--- config.mk ---
export PLATFORM = sky130hd
export DESIGN_NAME = pwr_seq_ctrl_gen
export DESIGN_NICKNAME = d
export VERILOG_FILES = /design/src/rtl/pwr_seq_ctrl_gen.sv
export SDC_FILE = /design/constraint.sdc
export NUM_CORES = 2
export LEC_CHECK = 0
export ABC_AREA = 1
export CAP_MARGIN = 10
export CORE_MARGIN = 2
export CORE_UTILIZATION = 55
export DETAILED_ROUTE_END_ITERATION = 16
export PLACE_DENSITY = 0.75
export SYNTH_ARGS = -nofsm -noshare
export SYNTH_HDL_FRONTEND = slang
export SYNTH_SLANG_ARGS = --single-unit
--- constraint.sdc ---
create_clock -name clk -period 13.8 [get_ports clk]
set_input_delay 2.76 -clock clk [delete_from_list [all_inputs] [get_ports clk]]
set_output_delay 2.76 -clock clk [all_outputs]
set_load 0.03 [all_outputs]
--- src/rtl/pwr_seq_ctrl_gen.sv ---
// pwr_seq_ctrl_gen
// Power-sequencing controller for the low-power domain. It periodically
// fetches N_OBS observations over the read master and copies each one to its
// destination address over the write master. It then reads back a packed
// accelerator result and checks each 8-bit lane against its alarm threshold.
// Every FSM edge first plays a programmable list of power steps through the
// write master (state PSEQ). The FSM resumes only after the list completes.
//
// Ports
//   clk, rst_n                 clock, synchronous active-low reset
//   cfg_req/we/addr/wdata      register-file access, held until cfg_ack
//   cfg_ack/cfg_rdata          one-cycle acknowledge, read data valid with it
//   rd_req/rd_addr             read master request and byte address
//   rd_ack/rd_data             read completion and returned data
//   wr_req/wr_addr/wr_data     write master request, address and data
//   wr_ack                     write completion
//   state_o                    0 IDLE, 1 WAIT, 2 FETCH, 3 COMPUTE, 4 PSEQ
//   alarm_o                    one-cycle pulse when an alarm sends the FSM to IDLE
module pwr_seq_ctrl_gen #(
  parameter int N_OBS      = 4,
  parameter int N_LANES    = 4,
  parameter int STEPS      = 5,
  parameter int DOM_BASE   = 0,
  parameter int DOM_STRIDE = 80,
  parameter int RES_ADDR   = 0
) (
  input  logic        clk,
  input  logic        rst_n,
  input  logic        cfg_req,
  input  logic        cfg_we,
  input  logic [4:0]  cfg_addr,
  input  logic [31:0] cfg_wdata,
  output logic        cfg_ack,
  output logic [31:0] cfg_rdata,
  output logic        rd_req,
  output logic [31:0] rd_addr,
  input  logic        rd_ack,
  input  logic [31:0] rd_data,
  output logic        wr_req,
  output logic [31:0] wr_addr,
  output logic [31:0] wr_data,
  input  logic        wr_ack,
  output logic [2:0]  state_o,
  output logic        alarm_o
);

  typedef enum logic [2:0] {
    S_IDLE = 3'd0, S_WAIT = 3'd1, S_FETCH = 3'd2, S_COMPUTE = 3'd3, S_PSEQ = 3'd4
  } state_t;

  state_t      state, state_nx;
  logic [2:0]  t_q, t_nx;
  logic        edge_go, alarm_nx, alarm_hit;
  logic        ctrl_launch, ctrl_mode, ctrl_stop;
  logic [31:0] trans_r [1:5];
  logic [31:0] src_r [0:7];
  logic [31:0] dst_r [0:7];
  logic [31:0] wait_len, thresh, wait_cnt;
  logic [15:0] cnt_err;
  logic [2:0]  step_k;
  logic [3:0]  obs_i;
  logic        fetch_wr;
  logic [31:0] trans_cur;
  logic [5:0]  cur_step;
  logic        step_end, nxt_end, last_obs;
  logic [N_LANES-1:0] hits;
  logic [31:0] cfg_rd_mux;
  logic        src_hit, dst_hit;
  logic [2:0]  src_idx, dst_idx;

  // Step k of a transition entry; anything past STEPS reads as end-of-list.
  function automatic logic [5:0] step_of(input logic [31:0] tr, input logic [2:0] k);
    if (int'(k) >= STEPS) return 6'h3F;
    case (k)
      3'd0: return tr[5:0];
      3'd1: return tr[11:6];
      3'd2: return tr[17:12];
      3'd3: return tr[23:18];
      3'd4: return tr[29:24];
      default: return 6'h3F;
    endcase
  endfunction

  function automatic state_t dest_of(input logic [2:0] t);
    case (t)
      3'd1, 3'd4: return S_WAIT;
      3'd2:       return S_FETCH;
      3'd3:       return S_COMPUTE;
      default:    return S_IDLE;
    endcase
  endfunction

  assign state_o  = state;
  assign last_obs = (obs_i == 4'(N_OBS - 1));

  // Transition entry is read live so config writes during PSEQ are honoured.
  always_comb begin
    trans_cur = '1;
    case (t_q)
      3'd1: trans_cur = trans_r[1];
      3'd2: trans_cur = trans_r[2];
      3'd3: trans_cur = trans_r[3];
      3'd4: trans_cur = trans_r[4];
      3'd5: trans_cur = trans_r[5];
      default: trans_cur = '1;
    endcase
  end

  assign cur_step = step_of(trans_cur, step_k);
  assign step_end = (cur_step == 6'h3F);
  assign nxt_end  = (step_of(trans_cur, step_k + 3'd1) == 6'h3F);

  always_comb begin
    hits = '0;
    for (int i = 0; i < N_LANES; i++)
      hits[i] = (rd_data[8*i +: 8] >= thresh[8*i +: 8]);
  end
  assign alarm_hit = ctrl_mode ? (&hits) : (|hits);

  // Next-state logic; every edge out of a working state detours through PSEQ.
  always_comb begin
    state_nx = state;
    t_nx     = t_q;
    edge_go  = 1'b0;
    alarm_nx = 1'b0;
    case (state)
      S_IDLE: if (ctrl_launch) begin edge_go = 1'b1; t_nx = 3'd1; end
      S_WAIT: begin
        if (ctrl_stop) begin
          edge_go = 1'b1; t_nx = 3'd5;
        end else if (wait_cnt == wait_len) begin
          edge_go = 1'b1; t_nx = 3'd2;
        end
      end
      S_FETCH: if (wr_req && wr_ack && last_obs) begin edge_go = 1'b1; t_nx = 3'd3; end
      S_COMPUTE: begin
        if (rd_req && rd_ack) begin
          edge_go  = 1'b1;
          t_nx     = alarm_hit ? 3'd5 : 3'd4;
          alarm_nx = alarm_hit;
        end
      end
      S_PSEQ: begin
        // Exit either immediately on an empty list or on the ack of the last step.
        if ((!wr_req && step_end) || (wr_req && wr_ack && nxt_end))
          state_nx = dest_of(t_q);
      end
      default: state_nx = S_IDLE;
    endcase
    if (edge_go) state_nx = S_PSEQ;
  end

  // Sequencer datapath and bus masters.
  always_ff @(posedge clk) begin
    if (!rst_n) begin
      state    <= S_IDLE;
      t_q      <= '0;
      alarm_o  <= 1'b0;
      wait_cnt <= '0;
      step_k   <= '0;
      obs_i    <= '0;
      fetch_wr <= 1'b0;
      rd_req   <= 1'b0;
      rd_addr  <= '0;
      wr_req   <= 1'b0;
      wr_addr  <= '0;
      wr_data  <= '0;
    end else begin
      state    <= state_nx;
      t_q      <= t_nx;
      alarm_o  <= alarm_nx;
      wait_cnt <= (state == S_WAIT) ? wait_cnt + 32'd1 : '0;

      if (state != S_PSEQ)          step_k <= '0;
      else if (wr_req && wr_ack)    step_k <= step_k + 3'd1;

      if (state != S_FETCH) begin
        obs_i    <= '0;
        fetch_wr <= 1'b0;
      end

      // One transaction in flight at a time: finish it before issuing another.
      if (rd_req) begin
        if (rd_ack) begin
          rd_req <= 1'b0;
          if (state == S_FETCH) begin
            wr_data  <= rd_data;
            fetch_wr <= 1'b1;
          end
        end
      end else if (wr_req) begin
        if (wr_ack) begin
          wr_req <= 1'b0;
          if (state == S_FETCH) begin
            fetch_wr <= 1'b0;
            obs_i    <= obs_i + 4'd1;
          end
        end
      end else begin
        case (state)
          S_FETCH: begin
            if (!fetch_wr) begin
              rd_req  <= 1'b1;
              rd_addr <= src_r[obs_i[2:0]];
            end else begin
              wr_req  <= 1'b1;
              wr_addr <= dst_r[obs_i[2:0]];
            end
          end
          S_COMPUTE: begin
            rd_req  <= 1'b1;
            rd_addr <= 32'(RES_ADDR);
          end
          S_PSEQ: begin
            if (!step_end) begin
              wr_req  <= 1'b1;
              wr_addr <= 32'(DOM_BASE) + 32'(cur_step[3:0]) * 32'(DOM_STRIDE);
              wr_data <= {29'd0, 3'(cur_step[5:4]) + 3'd1};
            end
          end
          default: ;
        endcase
      end
    end
  end

  // Register file decode.
  assign src_hit = (cfg_addr >= 5'd7)  && (int'(cfg_addr) < 7 + N_OBS);
  assign dst_hit = (cfg_addr >= 5'd15) && (int'(cfg_addr) < 15 + N_OBS);
  assign src_idx = 3'(cfg_addr - 5'd7);
  assign dst_idx = 3'(cfg_addr - 5'd15);

  always_comb begin
    cfg_rd_mux = '0;
    if (src_hit)      cfg_rd_mux = src_r[src_idx];
    else if (dst_hit) cfg_rd_mux = dst_r[dst_idx];
    else begin
      case (cfg_addr)
        5'd0:  cfg_rd_mux = {29'd0, ctrl_stop, ctrl_mode, ctrl_launch};
        5'd1:  cfg_rd_mux = trans_r[1];
        5'd2:  cfg_rd_mux = trans_r[2];
        5'd3:  cfg_rd_mux = trans_r[3];
        5'd4:  cfg_rd_mux = trans_r[4];
        5'd5:  cfg_rd_mux = trans_r[5];
        5'd6:  cfg_rd_mux = wait_len;
        5'd23: cfg_rd_mux = thresh;
        5'd24: cfg_rd_mux = {13'd0, cnt_err, state};
        default: cfg_rd_mux = '0;
      endcase
    end
  end

  always_ff @(posedge clk) begin
    if (!rst_n) begin
      cfg_ack     <= 1'b0;
      cfg_rdata   <= '0;
      ctrl_launch <= 1'b0;
      ctrl_mode   <= 1'b0;
      ctrl_stop   <= 1'b0;
      wait_len    <= '0;
      thresh      <= '1;
      cnt_err     <= '0;
      for (int i = 1; i <= 5; i++) trans_r[i] <= '1;
      for (int i = 0; i < 8; i++) begin
        src_r[i] <= '0;
        dst_r[i] <= '0;
      end
    end else begin
      cfg_ack <= cfg_req && !cfg_ack;
      if (cfg_req && !cfg_ack) begin
        cfg_rdata <= cfg_rd_mux;
        if (cfg_we) begin
          if (src_hit)      src_r[src_idx] <= cfg_wdata;
          else if (dst_hit) dst_r[dst_idx] <= cfg_wdata;
          else begin
            case (cfg_addr)
              5'd0: begin
                ctrl_mode <= cfg_wdata[1];
                ctrl_stop <= cfg_wdata[2];
                // Launch only counts from IDLE; otherwise it is logged and dropped.
                if (state == S_IDLE)  ctrl_launch <= cfg_wdata[0];
                else if (cfg_wdata[0] && cnt_err != 16'hFFFF) cnt_err <= cnt_err + 16'd1;
              end
              5'd1:  trans_r[1] <= cfg_wdata;
              5'd2:  trans_r[2] <= cfg_wdata;
              5'd3:  trans_r[3] <= cfg_wdata;
              5'd4:  trans_r[4] <= cfg_wdata;
              5'd5:  trans_r[5] <= cfg_wdata;
              5'd6:  wait_len   <= cfg_wdata;
              5'd23: thresh     <= cfg_wdata;
              default: ;
            endcase
          end
        end
      end
      // FSM-side clears take priority over a coincident config write.
      if (state == S_IDLE && ctrl_launch) ctrl_launch <= 1'b0;
      if (state_nx == S_IDLE && state != S_IDLE) ctrl_stop <= 1'b0;
    end
  end

endmodule
==> flow_metrics.tcl <==
set metrics [dict create \
    p_int_mw 4.77 \
    holdWs_ps 456 \
    wl_met1_um 63400 \
    tightest_slew_ps 1420 \
    drv_cap 0 \
    p_switching_mw 1.56 \
    seq_area_frac_synth_pct 55.1 \
    dp_cells 6344 \
    synth_seq_cells 933 \
    place_congestion 1.02 \
    path_class "in2reg" \
    synth_cells 5337 \
    max_freq_mhz 127 \
    wl_met2_um 78000 \
    cpMostUsedCell "buf_4" \
    synthFlopType "edfxtp_1" \
    combPwrFrac_pct 7.2 \
    initial_core_util_pct 55.4 \
    syn_area_um2 46100 \
    worst_r2r_endpoint "wr_addr[10]" \
    period_share_pct 57.0 \
    setup-tns-final_ps 0 \
    die_area_um2 86200 \
    required_ps 14230 \
    postRouteAntennaNets 0 \
    cp_slowest_stage_delay_ps 840 \
    synth_edf_count 672 \
    timing.rr.start "t_q[2]" \
    status "finished clean" \
    synth-async-reset-ratio_pct 0 \
    die_h_um 294 \
    overflow 0 \
    grt_usage_pct 41.9 \
    ios 210 \
    vias 42500 \
    drive_gt1_share_pct 6.42 \
    cts_buffer_depth 3 \
    core_area_um2 83300 \
    crit_path_top_delay_cell "clkinv_1" \
    cts_hold_buf 0 \
    path_cells "clkdlybuf4s50_1 > inv_1 > ha_1 > nand3_2 > buf_4 > clkinv_1 > buf_4 > nand2_1 > nand2_1 > buf_4" \
    post_cts_buffers 0 \
    wl_per_cell_um 28.2 \
    rsz0062_at_grt "false" \
    root_buffer "clkbuf_16" \
    crit_arrival_ps 8300 \
    path_clk_slew_ps 60 \
    worstSetupEndpoint "src_r[6][29]" \
    seq_power_share_pct 49.0 \
    period_needed_ps 7870 \
    cts_resized 0 \
    cts.sinks 933 \
    slew_violations 0 \
    yosysUniqueCellTypes 61 \
    cp-startpoint "cfg_addr[0]" \
    drt_iter0_drc 7152 \
    skew_ps 32.2 \
    insertion_delay_ps 700 \
    synth_fp_nets 5465 \
    nets 5494 \
    hold_depth 1 \
    power.density_nw_per_um2 121 \
    wl_um 184000 \
    met3_length_um 26400 \
    cts_tree "yes" \
    rows 106 \
    synth.avg_cell_area_um2 8.64 \
    crit_path_end_kind "flop" \
    drcViolationCount 0 \
    ir_drop_mv 0.117 \
    grt_pass1_wl_um 263000 \
    reg2reg_slack_ps 9150 \
    leakage_nw 19.5 \
    numCtsBuffers 100 \
    stdcell_count 6533 \
    finalHoldViolations 0 \
    avgViaCountPerCell 6.51 \
    ctsHtreeMaxLevel 3 \
    maxSlewHeadroom_pct 5.16 \
    area_growth_pct 13.4 \
    critPathLaunchType "input port" \
    ys_warn_count 0 \
    worst_slack_ps 5930 \
    post-dp-hpwl_um 119000 \
    antenna_found_initial 3 \
    hold_class "reg2reg" \
    place_ws_ps 5500 \
    swShare_pct 24.7 \
    setup_viol 0 \
    first_global_vias 38800 \
    grt_max_degree 216 \
    port_buffers 209 \
    fp.dieW_um 294 \
    first_pass_iters 7 \
    worst-path-max-fanout 33 \
    highest_layer "met4" \
    clkPwrFrac_pct 43.8 \
    r2r_cells 20 \
]
-- layer usage --
metal	GRT usage [%]	vias up
li1	-	18400
met1	52.1	19800
met2	61.6	3512
met3	13.4	767
met4	29.7	0
met5	0	-
-- layout by cell type (no fill, tap or decap), types with 14 or more instances in the layout --
cell type and instances:
nand2_1 1000, nor2_1 881, edfxtp_1 672, o21ai_0 457
inv_1 420, a21oi_1 381, dfxtp_1 258, clkdlybuf4s50_1 208
nand3_1 142, a221oi_1 125, buf_4 118, clkbuf_16 100
nand4_1 92, o22ai_1 70, o211ai_1 63, ha_1 52
a22oi_1 34, o21ai_1 27, a31oi_1 24, clkbuf_1 23
nor3_1 22, xnor2_1 21, o2111ai_1 20, clkbuf_8 16
clkinv_2 15, inv_2 14
-- cell usage after synthesis (all sizes together), types with 9 or more instances --
| master | instances | share of area [%] |
|---|---|---|
| xnor2 | 21 | 0.40 |
| o2111ai | 20 | 0.38 |
| a31oi | 24 | 0.33 |
| inv | 437 | 3.6 |
| a21oi | 382 | 4.2 |
| o211ai | 63 | 1.0 |
| o22ai | 70 | 0.95 |
| a22oi | 34 | 0.55 |
| o2bb2ai | 11 | 0.21 |
| nand2 | 1008 | 8.3 |
| nand3 | 146 | 1.6 |
| or2 | 9 | 0.12 |
| nor3 | 30 | 0.35 |
| buf | 61 | 0.79 |
| clkbuf | 339 | 2.8 |
| a221oi | 125 | 2.4 |
| nor2 | 896 | 7.4 |
| nand4 | 92 | 1.2 |
| dfxtp | 261 | 11 |
| a22o | 13 | 0.25 |
| ha | 52 | 1.4 |
| nor4 | 14 | 0.28 |
| edfxtp | 672 | 44 |
| o21ai | 494 | 5.4 |
-- cell type report --
class | count | area, µm²
inverters | 440 | 1660
clock buffers | 139 | 2810
well taps | 1080 | 1350
multi-input cells | 3564 | 17500
fillers | 6987 | 31000
repair buffers | 327 | 2990
clock inverters | 47 | 558
flip-flops and latches | 933 | 25400
diodes | 3 | 7.51
-- registers in the layout, summed over array words and instances (netlist names), 3 cells and up --
register and flops:
obs_i 4, thresh 32, wait_cnt 32, rd_addr 32, wait_len 32, src_r 256
wr_addr 32, dst_r 256, cfg_rdata 32, t_q 3, state_o 3, step_k 3
wr_data 32, trans_r 160, cnt_err 16
-- how the worst min path moves through the flow --
stage / startpoint / to / slack (ps)
floorplan: wait_cnt[0] / wait_cnt[0] / 420
global placement: wait_cnt[0] / wait_cnt[0] / 430
detailed placement: wait_cnt[0] / wait_cnt[0] / 450
CTS: wait_cnt[0] / wait_cnt[0] / 460
global route: wr_data[13] / wr_data[13] / 480
finish: wait_cnt[0] / wait_cnt[0] / 460
-- worst max-delay path, delay by kind of cell --
kind / cells / cell delay [ps]
simple gates: 3 / 1660
buf+inv: 6 / 3420
fa+ha+maj: 1 / 420
-- cell families after synthesis --
group / synth area share, %
XOR/XNOR: 0.513
flip-flops: 55.1
adder cells (fa/ha/maj): 1.45
buffers and inverters: 7.14
AO/OA/AOI/OAI: 16.3
AND/OR/NAND/NOR: 19.5
-- per-stage QoR --
stage	util [%]	power (mW)	instance area, µm²
after global placement	58.7	3.58	48900
final	62.8	6.34	52300
after CTS	62.8	6.30	52300
after floorplan	-	3.36	46100
after detailed placement	58.7	3.59	48900
after global routing	62.8	6.44	52300
-- power groups by stage --
stage | combinational, mW | clock [mW] | sequential [mW]
CTS | 0.432 | 2.77 | 3.10
finish | 0.457 | 2.78 | 3.11
global route | 0.462 | 2.87 | 3.11
floorplan | 0.200 | 0 | 3.15
global placement | 0.425 | 0 | 3.16
detailed placement | 0.430 | 0 | 3.16
Power figures use the tool's default switching activity.
